===== src/rtl/cbm_neuron_fanout.sv =====
// Fan-out of CBM neuron-state beats to NOUT independently drained consumer buffers,
// each port seeing either the CBM state or the hidden state, tagged with frame-end.
module cbm_neuron_fanout #(
    parameter int unsigned     NH    = 8,
    parameter int unsigned     NOUT  = 3,
    parameter logic [NOUT-1:0] SEL   = 3'b110,
    parameter int unsigned     STEPS = 16,
    parameter string           BURST = "yes"
) (
    input  logic                   iCLK,
    input  logic                   iRST,
    input  logic                   iValid_AS,
    output logic                   oReady_AS,
    input  logic [NH*3-1:0]        iData_AS,
    input  logic [NOUT-1:0]        iMask_AS,
    input  logic                   iFrameRst,
    output logic [NOUT-1:0]        oValid_BM,
    input  logic [NOUT-1:0]        iReady_BM,
    output logic [NOUT*NH*2-1:0]   oData_BM,
    output logic [NOUT-1:0]        oLast_BM
);

    localparam int unsigned   DEPTH   = (BURST == "yes") ? 2 : 1;
    localparam int unsigned   CW      = (STEPS > 1) ? $clog2(STEPS) : 1;
    localparam int unsigned   PW      = 2 * NH;
    localparam logic [CW-1:0] CntLast = CW'(STEPS - 1);
    localparam logic [1:0]    DepthC  = 2'(DEPTH);

    logic [CW-1:0]   cnt_q, cnt_d, cnt_cur;
    logic            beat_last;
    logic            acc;
    logic [NOUT-1:0] full;

    // Ready depends only on registered fill levels and the mask, never on iReady_BM.
    assign oReady_AS = &(~iMask_AS | ~full);
    assign acc       = iValid_AS & oReady_AS;

    always_comb begin
        cnt_cur   = iFrameRst ? '0 : cnt_q;
        beat_last = (cnt_cur == CntLast);
        cnt_d     = cnt_q;
        if (acc) begin
            cnt_d = beat_last ? '0 : cnt_cur + CW'(1);
        end else if (iFrameRst) begin
            cnt_d = '0;
        end
    end

    always_ff @(posedge iCLK or negedge iRST) begin
        if (!iRST) begin
            cnt_q <= '0;
        end else begin
            cnt_q <= cnt_d;
        end
    end

    for (genvar i = 0; i < NOUT; i++) begin : g_port
        logic [PW-1:0] payload;
        logic [PW:0]   in_ent;
        logic [PW:0]   ent0_q, ent0_d, ent1_q, ent1_d;
        logic [1:0]    fill_q, fill_d;
        logic          push, pop, valid;

        always_comb begin
            if (SEL[i]) begin
                payload = iData_AS[3*NH-1:NH];
            end else begin
                payload = {{NH{1'b0}}, iData_AS[NH-1:0]};
            end
        end

        assign in_ent  = {beat_last, payload};
        assign valid   = (fill_q != 2'd0);
        assign full[i] = (fill_q == DepthC);
        assign push    = acc & iMask_AS[i];
        assign pop     = valid & iReady_BM[i];

        // Head always lives in ent0; ent1 is only used in the 2-entry configuration.
        always_comb begin
            ent0_d = ent0_q;
            ent1_d = ent1_q;
            fill_d = fill_q;
            case ({push, pop})
                2'b10: begin
                    if (fill_q == 2'd0) begin
                        ent0_d = in_ent;
                    end else begin
                        ent1_d = in_ent;
                    end
                    fill_d = fill_q + 2'd1;
                end
                2'b01: begin
                    ent0_d = ent1_q;
                    fill_d = fill_q - 2'd1;
                end
                2'b11: begin
                    if (fill_q == 2'd1) begin
                        ent0_d = in_ent;
                    end else begin
                        ent0_d = ent1_q;
                        ent1_d = in_ent;
                    end
                end
                default: begin
                end
            endcase
        end

        always_ff @(posedge iCLK or negedge iRST) begin
            if (!iRST) begin
                ent0_q <= '0;
                ent1_q <= '0;
                fill_q <= 2'd0;
            end else begin
                ent0_q <= ent0_d;
                ent1_q <= ent1_d;
                fill_q <= fill_d;
            end
        end

        assign oValid_BM[i]           = valid;
        assign oData_BM[i*PW +: PW]   = valid ? ent0_q[PW-1:0] : '0;
        assign oLast_BM[i]            = valid & ent0_q[PW];
    end

endmodule

===== config.mk =====
export PLATFORM = sky130hd
export DESIGN_NAME = cbm_neuron_fanout
export DESIGN_NICKNAME = d
export VERILOG_FILES = /design/src/rtl/cbm_neuron_fanout.sv
export SDC_FILE = /design/constraint.sdc
export NUM_CORES = 1
export LEC_CHECK = 0
export ABC_AREA = 1
export CORE_MARGIN = 2
export CORE_UTILIZATION = 50
export CTS_BUF_LIST = sky130_fd_sc_hd__clkbuf_4
export DETAILED_ROUTE_END_ITERATION = 8
export PLACE_DENSITY = 0.8
export RECOVER_POWER = 100
export SKIP_CTS_REPAIR_TIMING = 1
export SLEW_MARGIN = 20
export SYNTH_ARGS = -nofsm -noshare
export SYNTH_HDL_FRONTEND = slang
export SYNTH_SLANG_ARGS = --single-unit
export TNS_END_PERCENT = 50

===== constraint.sdc =====
create_clock -name iCLK -period 2.48 [get_ports iCLK]
set_clock_uncertainty 0.2 [all_clocks]
set_input_delay 0.496 -clock iCLK [delete_from_list [all_inputs] [get_ports iCLK]]
set_output_delay 0.496 -clock iCLK [all_outputs]
set_load 0.005 [all_outputs]

==> impl_metrics.csv <==
group,metric,value,unit
placed_design,place_congestion,0.877,
worst_hold_path,hold_path.class,"in2async",
grt,track_usage,24.0,%
clocking,insertion_delay,500,ps
cells_and_area,fillCellCount,815,
sta,holdWs,242,ps
drt,avgRoutedWirePerCell,14.6,um
drt,drtIter0Drc,482,
sta,fmax,406,MHz
sta,rsz0062_at_grt,"yes",
sta,min_period,2460,ps
synth,synth-seq-cells,96,
placed_design,post_dp_cell_area,0.00639,mm^2
synth,ys_types,34,
sta,min_period_over_period,99.3,%
sta,setup_violations,0,
grt,grt_pass1_wl,21.7,mm
cells_and_area,fin_cells,936,
drt,via_count,4886,
die,floorplan.io_pins,89,
sta,worstMarginPinSlew,1180,ps
cells_and_area,syn2layout_area_growth,29.8,%
cells_and_area,layout-drive-gt1-share,13.4,%
sta,fin_setup_tns,0,ps
critical_path,path_cells,"inv_1 > ha_4 > inv_1 > clkdlybuf4s50_1",
critical_path,cpMostUsedCell,"inv_1",
synth,synth_edf_count,0,
placed_design,dp_slack,-455,ps
clocking,cts_tree,"done",
clocking,root_buffer,"clkbuf_4",
die,core,0.0103,mm^2
clocking,htree_levels,3,
cells_and_area,fin_util,66.6,%
die,start_util,51.3,%
sta,relSlewSlack,21.1,%
outcome,outcome,"complete, no violations",
synth,synth-seq-area-share,45.3,%
critical_path,arrival,1770,ps
drt,antenna_left,0,
drt,avgViaCountPerCell,5.22,
sta,layout_setup_ws,18.3,ps
die,die_y,107,um
power,finalPower,7.24,mW
drt,drt_pass1_iterations,6,
die,rows,37,
critical_path,worstSetupStartpointType,"flip-flop",
clocking,clockBufferDepth,2,
power,ir_worst_vdd,0.000513,V
synth,synth_flop_cell,"dfrtp_1",
cells_and_area,final_nets,848,
clocking,cts_made_buffers,9,
drt,wl,13.7,mm
synth,ys_async_sr_fraction,100,%
sta,hold_viol,0,
critical_path,slowest_delay,440,ps
clocking,cts.clk_slew.worst_paths,170,ps
synth,synth_cells,687,
critical_path,cp.required,1780,ps
power,power.density,1050,mW/mm^2
power,leakagePower,4.06,nW
grt,grt_overflow,0,
grt,grt_pass1_vias,4614,
grt,antenna_found_initial,1,
sta,slew_viol_final,0,
cells_and_area,final_area,0.00688,mm^2
critical_path,slowest_stage,"clkdlybuf4s50_1",
synth,synth_area,0.00530,mm^2
die,dieArea,0.0114,mm^2
placed_design,hpwl,9.45,mm
placed_design,portBuffers,80,
critical_path,end_kind,"output port",
die,die_w,107,um
critical_path,crit_type,"reg2out",
critical_path,critPathMaxFanout,2,
synth,syn_avg_cell_area,7.71,um^2
drt,drcViolationCount,0,
grt,grt_max_degree,49,
clocking,cts.sinks,96,
synth,ys_warn_count,0,
placed_design,dp.cells,908,
run,cap_violations,0,
==> cell usage in the layout, fill, tap and decap left out, types with 2 or more instances in the layout <==
cell,n
a22o_1,2
buf_12,4
buf_4,36
buf_6,3
clkbuf_16,2
clkbuf_2,2
clkbuf_4,9
clkdlybuf4s50_1,35
clkinv_1,3
conb_1,8
dfrtp_1,96
dlymetal6s2s_1,44
ha_1,11
ha_2,4
ha_4,5
inv_1,86
inv_2,11
inv_6,4
nand2_1,170
nand2_2,8
nand2_4,2
nand3_1,113
nand3_2,2
nand4_4,2
nor2_1,47
nor2_4,2
o21ai_0,45
o21ai_1,21
o21bai_4,3
xnor2_1,6
==> logic make-up after synthesis <==
group / synth area share (%)
buf+inv: 11.7
compound gates: 7.70
flops: 45.3
simple gates: 29.3
fa+ha+maj: 4.72
other cells: 0.0708
xor+xnor: 1.16
==> synthesized netlist by cell type, types with 2 or more instances <==
| master | instances | area share (%) |
|---|---|---|
| nand2_1 | 174 | 12 |
| nand3_1 | 114 | 11 |
| dfrtp_1 | 96 | 45 |
| inv_1 | 92 | 6.5 |
| o21ai_0 | 62 | 5.9 |
| nor2_1 | 48 | 3.4 |
| ha_1 | 20 | 4.7 |
| buf_4 | 16 | 2.3 |
| clkbuf_1 | 11 | 0.78 |
| buf_2 | 8 | 0.76 |
| xnor2_1 | 6 | 0.99 |
| nand2_2 | 5 | 0.59 |
| inv_2 | 4 | 0.28 |
| o21ai_1 | 4 | 0.38 |
| clkinv_1 | 3 | 0.21 |
| a21oi_2 | 2 | 0.33 |
| a22o_1 | 2 | 0.33 |
| buf_6 | 2 | 0.42 |
| nand4_4 | 2 | 0.80 |
| o21bai_2 | 2 | 0.42 |
==> critical path: cells and delay by family (launching register included) <==
family     cells  cell delay [ps]
buf+inv        3              660
fa+ha+maj      1              190
flops          1              420
==> path summary, 6_finish.rpt <==
check / start / end / slack (ps) / depth (start not counted)
setup / recovery: g_port[2].fill_q[0] / oValid_BM[2] / 20 / 4
hold / removal: iRST / g_port[2].ent0_q[11] / 240 / 2
min in group iCLK: g_port[2].ent1_q[11] / g_port[2].ent1_q[11] / 300 / 2
max in group asynchronous: iRST / g_port[1].ent0_q[0] / 370 / 3
hold reg to reg: g_port[2].ent1_q[11] / g_port[2].ent1_q[11] / 300 / 2
setup reg to reg: g_port[2].fill_q[0] / g_port[1].ent0_q[1] / 40 / 16
==> report_power, final <==
| group | total, mW | internal, mW | leakage (nW) | switching, mW |
|---|---|---|---|---|
| registers | 2.62 | 2.23 | 1.21 | 0.394 |
| clock network | 0.826 | 0.224 | 0.0673 | 0.602 |
| logic | 3.80 | 1.77 | 2.78 | 2.02 |
==> area by class of cell <==
cell class / instances / area, um^2 / share of cell area (%)
Multi-Input combinational cell: 460 / 2440 / 35.4
Sequential cell: 96 / 2400 / 34.9
Timing Repair Buffer: 128 / 1370 / 19.9
Inverter: 99 / 372 / 5.40
Tap cell: 136 / 170 / 2.47
Clock buffer: 9 / 67.6 / 0.982
Clock inverter: 7 / 57.6 / 0.837
Antenna cell: 1 / 2.50 / 0.0364
==> state kept, by name (all words and copies together), names as in the netlist <==
name / cells
g_port.fill_q: 6
cnt_q: 4
g_port.ent0_q: 43
g_port.ent1_q: 43
==> layer usage <==
metal | up-vias | track usage (%) | wire, um
li1 | 2364 | - | -
met1 | 2293 | 32.7 | 5740
met2 | 201 | 38.4 | 6700
met3 | 28 | 3.34 | 912
met4 | 0 | 11.0 | 341
met5 | - | 0 | 0
No activity file was read; power rests on OpenSTA's default activity.
==> variant (same settings) <==
`STEPS`: 16 -> 8.
--- a/src/rtl/cbm_neuron_fanout.sv
+++ b/src/rtl/cbm_neuron_fanout.sv
@@ -4,7 +4,7 @@
     parameter int unsigned     NH    = 8,
     parameter int unsigned     NOUT  = 3,
     parameter logic [NOUT-1:0] SEL   = 3'b110,
-    parameter int unsigned     STEPS = 16,
+    parameter int unsigned     STEPS = 8,
     parameter string           BURST = "yes"
 ) (
     input  logic                   iCLK,
Formal check against the unedited RTL: same outputs for any inputs over 4 cycles, from zero or initial values and one cycle with iRST low; that may be too few to reach the edited logic, so the function may still have changed.
==> variant against the unedited design <==
The run now ends with setup timing left. Count of clock-buffer cells in the layout stayed put. Fmax is 0.97% lower. Wire length is 1.1% lower. Hold slack better by 51 ps. Area after synthesis is 2.0% lower. Combinational power is 1% higher. Sequential cell count is 1 lower. Critical path type is now reg -> reg. Highest routed layer unchanged. Cell area is 0.13% higher. Core utilization is 0.99 points higher. Cell count is 1.2% lower. Total power is 0.18% higher. Synthesized cell count is 2.0% lower. Setup slack worse by 24 ps.
==> variant: results (changes against the unedited design) <==
cts:
  htreeDepth: 3  # unchanged
  cts_inserted_buffers: 9  # unchanged
  root_buffer: "clkbuf_4"
  clock_latency_ps: 460  # -40 ps
  clkTransAtPathRegs_ps: 170  # about the same
  clock_path_buffers: 2  # unchanged
yosys:
  synth_flop_cell: "dfrtp_1"
  syn_avg_cell_area_um2: 7.72  # about the same
  synth_compound_area_share_pct: 7.56  # -0.14 points
  synth_top_family_by_area: "simple AND/OR/NAND/NOR gates"
  synthAdderAreaFrac_pct: 4.82  # +0.094 points
  synth_xor_area_share_pct: 1.18  # +0.023 points
  yosysSeqAreaShare_pct: 45.8  # +0.42 points
  synthMuxAreaShare_pct: 0  # unchanged
  synth_warnings: 0  # unchanged
  async_flop_share_pct: 100  # unchanged
  ys_top_cells_by_area: "dfrtp_1, nand2_1, nand3_1"
  synthTopCellsByCount: "nand2_1, nand3_1, dfrtp_1"
  synth_cell_types: 29  # -15%
global_route:
  grt_max_degree: 43  # -12%
  met3_usage_pct: 2.94  # -0.40 points
  grt_usage_pct: 23.4  # -0.65 points
  grt_pass1_wl_mm: 21.3  # -2.2%
  antenna_found_initial: 0  # -1
  grt_pass1_vias: 4710  # +2.1%
  use_met1_pct: 29.4  # -3.3 points
  use_met2_pct: 40.8  # +2.4 points
drt:
  dr.pass1.iters: 5  # -1
  routed-via-count: 4858  # -0.57%
  wl_mm: 13.5  # -1.1%
  wl_met1_mm: 5.34  # -7.0%
  wire_per_inst_um: 14.6  # about the same
  dr_wl_met3_um: 665  # -27%
  wl_met2_mm: 7.19  # +7.3%
  top_layer: "met4"
  drtIter0Drc: 337  # -30%
min_path:
  hold_class: "reg -> reg"
  hold-path-cell-count: 2
worst_setup_path:
  cpMaxStageDelayCell: "dfrtp_1"
  max_stage_delay_ps: 430
  crit_fanout: 4  # +2
  arrival_ps: 2690  # +920 ps
  worstRegToRegCells: 17  # +1
sta:
  fin_ws_ps: -5.81  # -24.1 ps
  finalSetupViolations: 1  # +1
  slew_headroom_pct: 45.5  # +24 points
finish:
  num_antenna_cells: 0  # -1
  top_regs: "g_port.ent0_q (43), g_port.ent1_q (43), g_port.fill_q (6)"
  nets: 838  # -1.2%
  drive_above_1_share_pct: 15.1  # +1.7 points
power_and_ir_drop:
  power.leakage_uw: 0.00409  # +0.53%
  max-vdd-ir-drop_uv: 545  # +6.2%
placed_design:
  hpwl_mm: 9.45  # about the same
  dp.cells: 896  # -1.3%
  gp_congestion: 0.887  # +1.2%
  io_buffers: 80  # unchanged
run_status:
  violations: "setup timing"
  status: "finished, violations left"
run:
  cap_violations: 0  # unchanged
variant: worst paths after layout:
check | start | to | slack [ps]
min | g_port[1].ent1_q[2]$_DFFE_PN0P_ | g_port[1].ent1_q[2]$_DFFE_PN0P_ | 290
max reg2reg | g_port[0].fill_q[0]$_DFFE_PN0P_ | g_port[2].ent0_q[15]$_DFFE_PN0P_ | -6
min reg2reg | g_port[1].ent1_q[2]$_DFFE_PN0P_ | g_port[1].ent1_q[2]$_DFFE_PN0P_ | 290
max in group asynchronous | iRST | g_port[2].ent1_q[16]$_DFFE_PN0P_ | 470
min in group asynchronous | iRST | g_port[1].ent0_q[7]$_DFFE_PN0P_ | 420
max | g_port[0].fill_q[0]$_DFFE_PN0P_ | g_port[2].ent0_q[15]$_DFFE_PN0P_ | -6
variant: power breakdown:
| group | switching, uW | internal (uW) |
|---|---|---|
| clock network | 582 | 229 |
| logic | 2030 | 1810 |
| registers | 393 | 2210 |
variant: through the flow:
stage                     area (um^2)  hold slack (ps)  total power (uW)  worst slack (ps)  setup TNS (ps)
after floorplan                  5240            0.409              4610             0.170               0
after global placement           6320              254              5930              -325          -18570
after detailed placement         6320              267              6120              -429          -26440
after CTS                        6450             -262              6930              -366          -16060
after global routing             6890              316              7840             -85.2            -901
final                            6890              293              7250             -5.81           -5.81
variant: cell type report:
cell class              count  area, um^2
fillers                   815        3300
multi-input cells         451        2410
flip-flops and latches     95        2380
repair buffers            132        1440
inverters                  95         362
well taps                 136         170
clock buffers               9        67.6
clock inverters             7        65.1
variant: worst max-delay path: cells and delay by family, from the launching register on:
kind / cells / cell delay, ps
and+or+nand+nor: 8 / 630
buffers and inverters: 5 / 450
DFF: 1 / 430
AOI/OAI and AO/OA: 2 / 390
adders and majority gates: 2 / 320
